--- config.mk ---
export PLATFORM = sky130hd
export DESIGN_NAME = canv_draw_agu_flat
export DESIGN_NICKNAME = d
export VERILOG_FILES = /design/src/rtl/canv_draw_agu_pkg.sv /design/src/rtl/canv_draw_agu_if.sv /design/src/rtl/canv_draw_agu_lane_mask.sv /design/src/rtl/canv_draw_agu.sv /design/src/flat_wrapper.sv
export SDC_FILE = /design/constraint.sdc
export NUM_CORES = 1
export LEC_CHECK = 0
export ABC_CLOCK_PERIOD_IN_PS = 34000
export CAP_MARGIN = 0
export CORE_MARGIN = 2
export CORE_UTILIZATION = 44
export CTS_BUF_LIST = sky130_fd_sc_hd__clkbuf_8
export CTS_CLUSTER_SIZE = 20
export DETAILED_ROUTE_END_ITERATION = 12
export SYNTH_ARGS = -nofsm -noshare
export SYNTH_HDL_FRONTEND = slang
export SYNTH_SLANG_ARGS = --single-unit
--- constraint.sdc ---
create_clock -name clk_sys -period 34 [get_ports clk_sys]
set_input_delay 10.2 -clock clk_sys [delete_from_list [all_inputs] [get_ports clk_sys]]
set_output_delay 10.2 -clock clk_sys [all_outputs]
set_load 0.05 [all_outputs]
--- src/rtl/canv_draw_agu_pkg.sv ---
// Shared graphics definitions for the canvas address generation units
// (draw and display side): machine word size, log2 helper and pixel masks.
package canv_draw_agu_pkg;

  // Default machine word size in bits.
  localparam int GFX_WORD     = 32;

  // Widest word the mask helper can describe.
  localparam int GFX_MAX_WORD = 64;

  // log2 of a power-of-two word size; usable in constant expressions.
  function automatic int word_log2(input int word);
    return $clog2(word);
  endfunction

  // Mask with the low bpp bits set; bpp at or above GFX_MAX_WORD gives all ones.
  function automatic logic [GFX_MAX_WORD-1:0] bpp_mask(input int unsigned bpp);
    logic [GFX_MAX_WORD-1:0] m;
    if (bpp >= GFX_MAX_WORD) begin
      m = '1;
    end else begin
      m = (GFX_MAX_WORD'(1) << bpp) - GFX_MAX_WORD'(1);
    end
    return m;
  endfunction

  // Address shifts beyond log2(word) mean less than one bit per pixel; pin
  // them to 1 bpp.
  function automatic int unsigned clamp_shift(input int unsigned shift,
                                              input int unsigned log2w);
    return (shift > log2w) ? log2w : shift;
  endfunction

endpackage

--- src/rtl/canv_draw_agu_if.sv ---
// Draw request channel plus VRAM write channel of the canvas draw AGU.
// The master modport is the AGU view: it accepts draw requests and drives VRAM
// writes. The slave modport is the surrounding system: the drawing engines and
// the VRAM write port.
interface canv_draw_agu_if
  import canv_draw_agu_pkg::*;
#(
  parameter int CORDW   = 16,
  parameter int WORD    = GFX_WORD,
  parameter int ADDRW   = 16,
  parameter int PIX_IDW = $clog2(WORD)
);

  // Draw request channel.
  logic                    s_valid;
  logic                    s_ready;
  logic signed [CORDW-1:0] x;
  logic signed [CORDW-1:0] y;
  logic [WORD-1:0]         colour;

  // VRAM write channel.
  logic                    m_valid;
  logic                    m_ready;
  logic [ADDRW-1:0]        m_addr;
  logic [PIX_IDW-1:0]      m_pix_id;
  logic [WORD-1:0]         m_mask;
  logic [WORD-1:0]         m_data;

  modport master (
    input  s_valid, x, y, colour, m_ready,
    output s_ready, m_valid, m_addr, m_pix_id, m_mask, m_data
  );

  modport slave (
    output s_valid, x, y, colour, m_ready,
    input  s_ready, m_valid, m_addr, m_pix_id, m_mask, m_data
  );

endinterface

--- src/rtl/canv_draw_agu_lane_mask.sv ---
// Pixel lane helper: turns a (clamped) address shift and pixel ID into the
// bit-lane write mask and the colour aligned into that lane. Purely
// combinational.
module canv_draw_agu_lane_mask
  import canv_draw_agu_pkg::*;
#(
  parameter int WORD    = GFX_WORD,
  parameter int PIX_IDW = $clog2(WORD),
  parameter int SW      = $clog2(word_log2(WORD) + 1)
) (
  input  logic [SW-1:0]      shift,
  input  logic [PIX_IDW-1:0] pix_id,
  input  logic [WORD-1:0]    colour,
  output logic [WORD-1:0]    mask,
  output logic [WORD-1:0]    data
);

  localparam int LOG2W = word_log2(WORD);

  logic [WORD-1:0]  pix_mask;
  logic [LOG2W-1:0] offset;

  // bpp = WORD >> shift; pixel n of a word occupies bits [n*bpp +: bpp].
  always_comb begin
    pix_mask = WORD'(bpp_mask(WORD >> shift));
    offset   = LOG2W'(pix_id << (LOG2W - int'(shift)));
    mask     = pix_mask << offset;
    data     = (colour & pix_mask) << offset;
  end

endmodule

--- src/rtl/canv_draw_agu.sv ---
// Canvas draw address generation unit. Takes signed pixel draw requests from
// the drawing engines, discards those outside the canvas, and emits VRAM word
// writes (word address, pixel ID, lane mask, lane-aligned data) through a
// three-stage pipeline that stalls as a whole on VRAM backpressure.
module canv_draw_agu
  import canv_draw_agu_pkg::*;
#(
  parameter int CORDW   = 16,
  parameter int WORD    = GFX_WORD,
  parameter int ADDRW   = 16,
  parameter int PIX_IDW = $clog2(WORD),
  parameter int SHIFTW  = 3
) (
  input  logic              clk_sys,
  input  logic              rst_sys_n,
  input  logic [ADDRW-1:0]  addr_base,
  input  logic [SHIFTW-1:0] addr_shift,
  input  logic [CORDW-1:0]  canv_w,
  input  logic [CORDW-1:0]  canv_h,
  canv_draw_agu_if.master   bus,
  output logic              clip,
  output logic              busy
);

  localparam int LOG2W = word_log2(WORD);
  localparam int SW    = $clog2(LOG2W + 1);
  localparam int IDXW  = ADDRW + PIX_IDW;

  // Handshake and request qualification.
  logic              stall;
  logic              adv;
  logic              accept;
  logic              clip_now;
  logic [SW-1:0]     shift_c;

  // Stage valids; vld_p2 is the VRAM write valid.
  logic              vld_p0;
  logic              vld_p1;
  logic              vld_p2;

  // Stage 1 payload: registered product, x and the config sampled at accept.
  logic [IDXW-1:0]   prod_p0;
  logic [CORDW-1:0]  x_p0;
  logic [ADDRW-1:0]  base_p0;
  logic [SW-1:0]     shift_p0;
  logic [WORD-1:0]   colour_p0;

  // Stage 2 payload: linear pixel index.
  logic [IDXW-1:0]   idx_p1;
  logic [ADDRW-1:0]  base_p1;
  logic [SW-1:0]     shift_p1;
  logic [WORD-1:0]   colour_p1;

  // Stage 3 combinational lane results.
  logic [PIX_IDW-1:0] pix_id_c;
  logic [WORD-1:0]    mask_c;
  logic [WORD-1:0]    data_c;

  // The whole pipe freezes while the output word is waiting; bubbles are kept.
  assign stall       = vld_p2 & ~bus.m_ready;
  assign adv         = ~stall;
  assign bus.s_ready = adv;
  assign accept      = bus.s_valid & adv;

  // Coordinates are signed; the canvas size is unsigned. After the sign bits
  // are excluded, an unsigned compare matches the zero-extended signed one.
  assign clip_now = bus.x[CORDW-1] | bus.y[CORDW-1] |
                    ($unsigned(bus.x) >= canv_w) |
                    ($unsigned(bus.y) >= canv_h);

  assign shift_c     = SW'(clamp_shift(int'(addr_shift), LOG2W));
  assign busy        = vld_p0 | vld_p1 | vld_p2;
  assign bus.m_valid = vld_p2;

  // Stage valids advance together; clipped requests never enter the pipe and
  // instead raise a one-cycle clip pulse.
  always_ff @(posedge clk_sys or negedge rst_sys_n) begin
    if (!rst_sys_n) begin
      vld_p0 <= 1'b0;
      vld_p1 <= 1'b0;
      vld_p2 <= 1'b0;
      clip   <= 1'b0;
    end else begin
      clip <= accept & clip_now;
      if (adv) begin
        vld_p0 <= accept & ~clip_now;
        vld_p1 <= vld_p0;
        vld_p2 <= vld_p1;
      end
    end
  end

  // ---- S1: row product y*canv_w and config captured at acceptance ----
  always_ff @(posedge clk_sys) begin
    if (adv) begin
      prod_p0   <= IDXW'($unsigned(bus.y) * canv_w);
      x_p0      <= $unsigned(bus.x);
      base_p0   <= addr_base;
      shift_p0  <= shift_c;
      colour_p0 <= bus.colour;
    end
  end

  // ---- S2: linear pixel index, wrapping modulo 2^(ADDRW+PIX_IDW) ----
  always_ff @(posedge clk_sys) begin
    if (adv) begin
      idx_p1    <= prod_p0 + IDXW'(x_p0);
      base_p1   <= base_p0;
      shift_p1  <= shift_p0;
      colour_p1 <= colour_p0;
    end
  end

  // ---- S3: word address, pixel ID and lane placement ----
  assign pix_id_c = PIX_IDW'(idx_p1) & PIX_IDW'((IDXW'(1) << shift_p1) - IDXW'(1));

  canv_draw_agu_lane_mask #(
    .WORD    (WORD),
    .PIX_IDW (PIX_IDW),
    .SW      (SW)
  ) u_lane_mask (
    .shift   (shift_p1),
    .pix_id  (pix_id_c),
    .colour  (colour_p1),
    .mask    (mask_c),
    .data    (data_c)
  );

  // Output word register; holds its value while the VRAM port stalls.
  always_ff @(posedge clk_sys or negedge rst_sys_n) begin
    if (!rst_sys_n) begin
      bus.m_addr   <= '0;
      bus.m_pix_id <= '0;
      bus.m_mask   <= '0;
      bus.m_data   <= '0;
    end else if (adv && vld_p1) begin
      bus.m_addr   <= base_p1 + ADDRW'(idx_p1 >> shift_p1);
      bus.m_pix_id <= pix_id_c;
      bus.m_mask   <= mask_c;
      bus.m_data   <= data_c;
    end
  end

endmodule

--- src/flat_wrapper.sv ---
// flat-port wrapper written by rule: the top's interface ports become plain ports
module canv_draw_agu_flat import canv_draw_agu_pkg::*;
#(
  parameter int CORDW   = 16,
  parameter int WORD    = GFX_WORD,
  parameter int ADDRW   = 16,
  parameter int PIX_IDW = $clog2(WORD),
  parameter int SHIFTW  = 3
)
  (clk_sys, rst_sys_n, addr_base, addr_shift, canv_w, canv_h, clip, busy, bus_s_valid, bus_x, bus_y, bus_colour, bus_m_ready, bus_s_ready, bus_m_valid, bus_m_addr, bus_m_pix_id, bus_m_mask, bus_m_data);
  canv_draw_agu_if #(.CORDW(CORDW), .WORD(WORD), .ADDRW(ADDRW), .PIX_IDW(PIX_IDW)) bus_i ();
  input  logic clk_sys;
  input  logic rst_sys_n;
  input  logic [ADDRW-1:0] addr_base;
  input  logic [SHIFTW-1:0] addr_shift;
  input  logic [CORDW-1:0] canv_w;
  input  logic [CORDW-1:0] canv_h;
  output logic clip;
  output logic busy;
  input wire logic [$bits(bus_i.s_valid)-1:0] bus_s_valid;
  input wire logic [$bits(bus_i.x)-1:0] bus_x;
  input wire logic [$bits(bus_i.y)-1:0] bus_y;
  input wire logic [$bits(bus_i.colour)-1:0] bus_colour;
  input wire logic [$bits(bus_i.m_ready)-1:0] bus_m_ready;
  output wire logic [$bits(bus_i.s_ready)-1:0] bus_s_ready;
  output wire logic [$bits(bus_i.m_valid)-1:0] bus_m_valid;
  output wire logic [$bits(bus_i.m_addr)-1:0] bus_m_addr;
  output wire logic [$bits(bus_i.m_pix_id)-1:0] bus_m_pix_id;
  output wire logic [$bits(bus_i.m_mask)-1:0] bus_m_mask;
  output wire logic [$bits(bus_i.m_data)-1:0] bus_m_data;
  assign bus_i.s_valid = bus_s_valid;
  assign bus_i.x = bus_x;
  assign bus_i.y = bus_y;
  assign bus_i.colour = bus_colour;
  assign bus_i.m_ready = bus_m_ready;
  assign bus_s_ready = bus_i.s_ready;
  assign bus_m_valid = bus_i.m_valid;
  assign bus_m_addr = bus_i.m_addr;
  assign bus_m_pix_id = bus_i.m_pix_id;
  assign bus_m_mask = bus_i.m_mask;
  assign bus_m_data = bus_i.m_data;
  canv_draw_agu #(.CORDW(CORDW), .WORD(WORD), .ADDRW(ADDRW), .PIX_IDW(PIX_IDW), .SHIFTW(SHIFTW)) u_core (.clk_sys(clk_sys), .rst_sys_n(rst_sys_n), .addr_base(addr_base), .addr_shift(addr_shift), .canv_w(canv_w), .canv_h(canv_h), .bus(bus_i), .clip(clip), .busy(busy));
endmodule
# After elaboration in Yosys (flattened, before gate mapping)

Index checks and enable logic that the tools add are counted.

Add/sub/neg operators: 5
Multipliers: 1
Magnitude comparators: 4
Shift-type cells: 7
Multiplexer cells: 1
Bitwise logic cells: 14
Reductions and logical operators: 1

Operators with widths:

| operator              | count |
|---|---|
| $shl 32x5->32         | 2 |
| $and 32x32->32        | 1 |
| $ge 16x16->1          | 2 |
| $ge 32x7->1 const B   | 1 |
| $mux 32               | 1 |
| $shl 1x32->32 const A | 1 |
| $shl 5x32->5          | 1 |
| $shr 6x3->32 const A  | 1 |
| $sub 32x2->32 const B | 1 |
| $add 21x16->21        | 1 |
| $mul 16x16->21        | 1 |
| $shr 21x3->16         | 1 |
| $add 16x16->16        | 1 |
| $and 5x5->5           | 1 |
| $or 1x1->1            | 5 |
| $shl 1x3->5 const A   | 1 |
| $sub 5x2->5 const B   | 1 |
| $and 1x1->1           | 4 |
| $sub 3x3->4 const A   | 1 |
| $gt 3x3->1 const B    | 1 |
| $not 1->1             | 3 |
| $logic_and 1x1->1     | 1 |

Flip-flop bits (word level): 249
Input bits: 119
Logic and storage cells: 50

# Logic depth before layout (Yosys ltp)

Depth after elaboration: 6
Depth in mapped cells: 24
Gate-level depth less buffers: 23

# By module

From an unflattened synthesis, not the netlist that was laid out.

Cell total of the unflattened synthesis: 2067
Area total of the unflattened synthesis: 20641.0 µm²

Modules (own cells, without submodules):

| module                  | times used | cells each | area an instance (µm²) |
|---|---|---|---|
| canv_draw_agu           | 1          | 1477       | 17010.1 |
| canv_draw_agu_lane_mask | 1          | 590        | 3631.0 |

# Worst setup path after synthesis

OpenSTA, ideal clock, no wires.

Path type: in2out
Start point: input port bus_m_ready
End point: output port bus_s_ready
Arrival time: 15174 ps
Required time: 23800 ps
Slack: 8626 ps
Stages: 2
Path through: nand2b_1 clkbuf_1

Longest elaborated chain between the ends: 3

Ends and longest elaborated chain:

| element            | line                | source |
|---|---|---|
| start: declaration | flat_wrapper.sv:24  | `input wire logic [$bits(bus_i.m_ready)-1:0] bus_m_ready;` |
| $not 1->1          | canv_draw_agu.sv:60 | `assign stall = vld_p2 & ~bus.m_ready;` |
| $and 1x1->1        | canv_draw_agu.sv:60 |  |
| $not 1->1          | canv_draw_agu.sv:61 | `assign adv = ~stall;` |
| end: declaration   | flat_wrapper.sv:25  | `output wire logic [$bits(bus_i.s_ready)-1:0] bus_s_ready;` |

Every way passes these cells.

# Worst setup path in the final report

Ends and elaborated chain as after synthesis.

==> results.tsv <==
stage	metric	value	unit
grt	grt.overflow.total	0	
worst_hold_path	worstHoldStart	u_core.colour_p0[27]$_DFFE_PN_	
worst_setup_path	r2r_cells	11	
pwr	combPwrFrac	0.640	
timing	rsz0062_at_grt	false	
timing	max-slew-margin-rel	0.101	
worst_setup_path	endpoint_kind	primary output	
yosys	syn-cell-area	20100	um^2
run_status	outcome	completed	
clock_tree	cts-hold-fix-buffers	0	
pwr	p_sw	1000	uW
floorplanning	die_x	218	um
detailed_routing	ant_nets	0	
floorplanning	rows	78	
placement	io_buffers	207	
yosys	synthArstFlopShare	0.357	
floorplanning	die_y	218	um
clock_tree	cts_max_path_buffers	3	
clock_tree	postCtsSetupBuffers	0	
layout	fin_nets	2592	
pwr	p_int	1140	uW
floorplanning	start_util	0.444	
pwr	switching_share	0.467	
timing	fin_skew	38.1	ps
clock_tree	tritoncts	done	
timing	fin_crit	21910	ps
flow_run	maxCapViolCount	0	
timing	maxSlewViolCount	0	
layout	seq_area	7030	um^2
yosys	yosysWarnings	0	
layout	stdcell_area	23500	um^2
grt	grt_max_degree	66	
grt	first_global_vias	15566	
yosys	ys_seq_area_frac	0.349	
timing	setup_viol	0	
timing	min_period_over_period	0.644	
layout	area_delta_synth_final	16.6	%
yosys	synth_top_cell_by_area	edfxtp_1	
detailed_routing	via_count	15686	
yosys	synth_flop_cell	edfxtp_1	
detailed_routing	dr.pass1.iters	8	
worst_setup_path	required	23800	ps
detailed_routing	viasPerCell	5.54	
yosys	synth_most_common_cell	nand2_1	
yosys	synth_area_leaders	edfxtp_1, fa_1, dfrtp_1	
yosys	syn_nets	2427	
placement	placed_area	22600	um^2
pwr	ir_worst_vdd	0.102	mV
floorplanning	core_area	45300	um^2
worst_setup_path	cp_max_fo	3	
worst_hold_path	whs_path_depth	0	
timing	tightest_slew	1330	ps
worst_setup_path	start_kind	input port	
floorplanning	die_area	47500	um^2
worst_setup_path	crit_type	in2out	
layout	drive_gt1_frac	0.0619	
timing	hold_violations	0	
layout	final_util	0.518	
yosys	ys_types	89	
layout	num-fill-cells	4186	
yosys	synth_top_area_share	0.239	
detailed_routing	remaining_drc_errors	0	
worst_setup_path	r2r_slack	28730	ps
pwr	power.density	91.4	nW/um^2
timing	holdWs	395	ps
yosys	synthCells	2034	
clock_tree	cts_inserted_buffers	44	
grt	antenna_found_initial	0	
grt	grt_pass1_wl	88800	um
clock_tree	clock_latency	620	ps
clock_tree	cts_root_buffer	clkbuf_8	
yosys	synth-seq-cells	249	
worst_setup_path	r2r-start	u_core.shift_p1[2]$_DFFE_PN_	
clock_tree	cts-resized-gates	0	
yosys	synth_enable_flop_cells	160	
yosys	syn_area_per_cell	9.89	um^2
pwr	clockPowerShare	0.124	
layout	multi_input_area	11700	um^2
worst_hold_path	whs_endpoint	u_core.colour_p1[27]$_DFFE_PN_	
layout	antennaDiodeCount	0	
timing	fin_tns_setup	0	ps
pwr	p_total	2140	uW
floorplanning	ios	208	
placement	dpl.hpwl	43500	um
worst_hold_path	hp-class	reg2reg	
detailed_routing	wl_per_cell	20.1	um
clock_tree	htreeDepth	2	
placement	gp_congestion	0.901	
detailed_routing	drtIter0Drc	1445	
grt	grt_use_total	0.242	
clock_tree	clk_pin_slew	70	ps
pwr	p_leak	0.0103	uW
worst_setup_path	r2r_end	u_core.bus.m_data[25]$_DFFE_PN0P_	
pwr	p_seq_frac	0.236	
detailed_routing	wirelength	56900	um
yosys	synthTopCellsByCount	nand2_1, inv_1, edfxtp_1	
clock_tree	clock_sinks	249	
worst_setup_path	critPathArrivalTime	11710	ps
timing	max_freq	45.6	MHz
metal layers:
| layer | global-route usage | vias up | wire length [um] |
|---|---|---|---|
| met4 | 0.0639 | 0 | 1230 |
| met3 | 0.0418 | 87 | 4430 |
| met1 | 0.362 | 7617 | 26700 |
| li1 | - | 7340 | - |
| met5 | 0 | - | 0 |
| met2 | 0.361 | 642 | 24500 |
layout by cell type, fill, tap and decap left out, types with 23 or more instances in the layout:
cell	count
nand2_1	255
inv_1	255
clkdlybuf4s50_1	206
edfxtp_1	160
fa_1	144
ha_1	130
nor2_1	108
o21ai_0	95
dfrtp_1	89
and2_1	82
a21oi_1	71
mux2i_1	69
xnor2_1	54
clkbuf_8	46
nand3_1	37
o211ai_1	27
mux2_2	24
nor3_1	23
sequential cells by signal, summed over array words and instances (netlist names), 3 cells and up:
register / count
u_core.bus.m_data: 32
u_core.bus.m_mask: 32
u_core.colour_p0: 32
u_core.colour_p1: 32
u_core.idx_p1: 21
u_core.prod_p0: 21
u_core.base_p0: 16
u_core.base_p1: 16
u_core.bus.m_addr: 16
u_core.x_p0: 16
u_core.bus.m_pix_id: 5
u_core.shift_p0: 3
u_core.shift_p1: 3
critical path, stage by stage:
cell	delay, ps
clkdlybuf4s50_1	470
nand2b_4	210
clkdlybuf4s50_1	830
kinds of logic after synthesis:
family                     count (synthesis)  share of synthesized area
AOI/OAI and AO/OA                        389                      0.128
xor gates and xnor gates                  68                     0.0296
adders and majority gates                274                      0.224
buffers and inverters                    346                     0.0690
DFF                                      249                      0.349
muxes                                    101                     0.0563
and+or+nand+nor                          607                      0.143
area by class of cell:
class                   count  share of cell area
clock buffers              46              0.0270
clock inverters            32             0.00843
inverters                 240              0.0384
multi-input cells        1439               0.500
flip-flops and latches    249               0.300
well taps                 600              0.0320
repair buffers            225              0.0940
power by group through the flow:
stage | clock, uW | sequential (uW) | combinational [uW]
2_1_floorplan | 0 | 659 | 836
3_3_place_gp | 0 | 510 | 1340
5_1_grt | 289 | 515 | 1520
4_1_cts | 276 | 506 | 1370
3_5_place_dp | 0 | 512 | 1370
6_report | 266 | 506 | 1370
worst max path at each step:
stage	slack, ps	cells past startpoint	end	from
6_report	12090	3	bus_s_ready	bus_m_ready
5_1_grt	12050	3	bus_s_ready	bus_m_ready
2_1_floorplan	8630	2	bus_s_ready	bus_m_ready
3_5_place_dp	12100	3	bus_s_ready	bus_m_ready
4_1_cts	12080	3	bus_s_ready	bus_m_ready
3_3_place_gp	12080	3	bus_s_ready	bus_m_ready
metrics by stage:
stage	worst slack, ps	cells
after CTS	12080	2831
after detailed placement	12100	2753
after floorplan	8630	2034
after global routing	12050	2831
final	12090	2831
after global placement	12080	2753
Power figures use the tool's default switching activity.
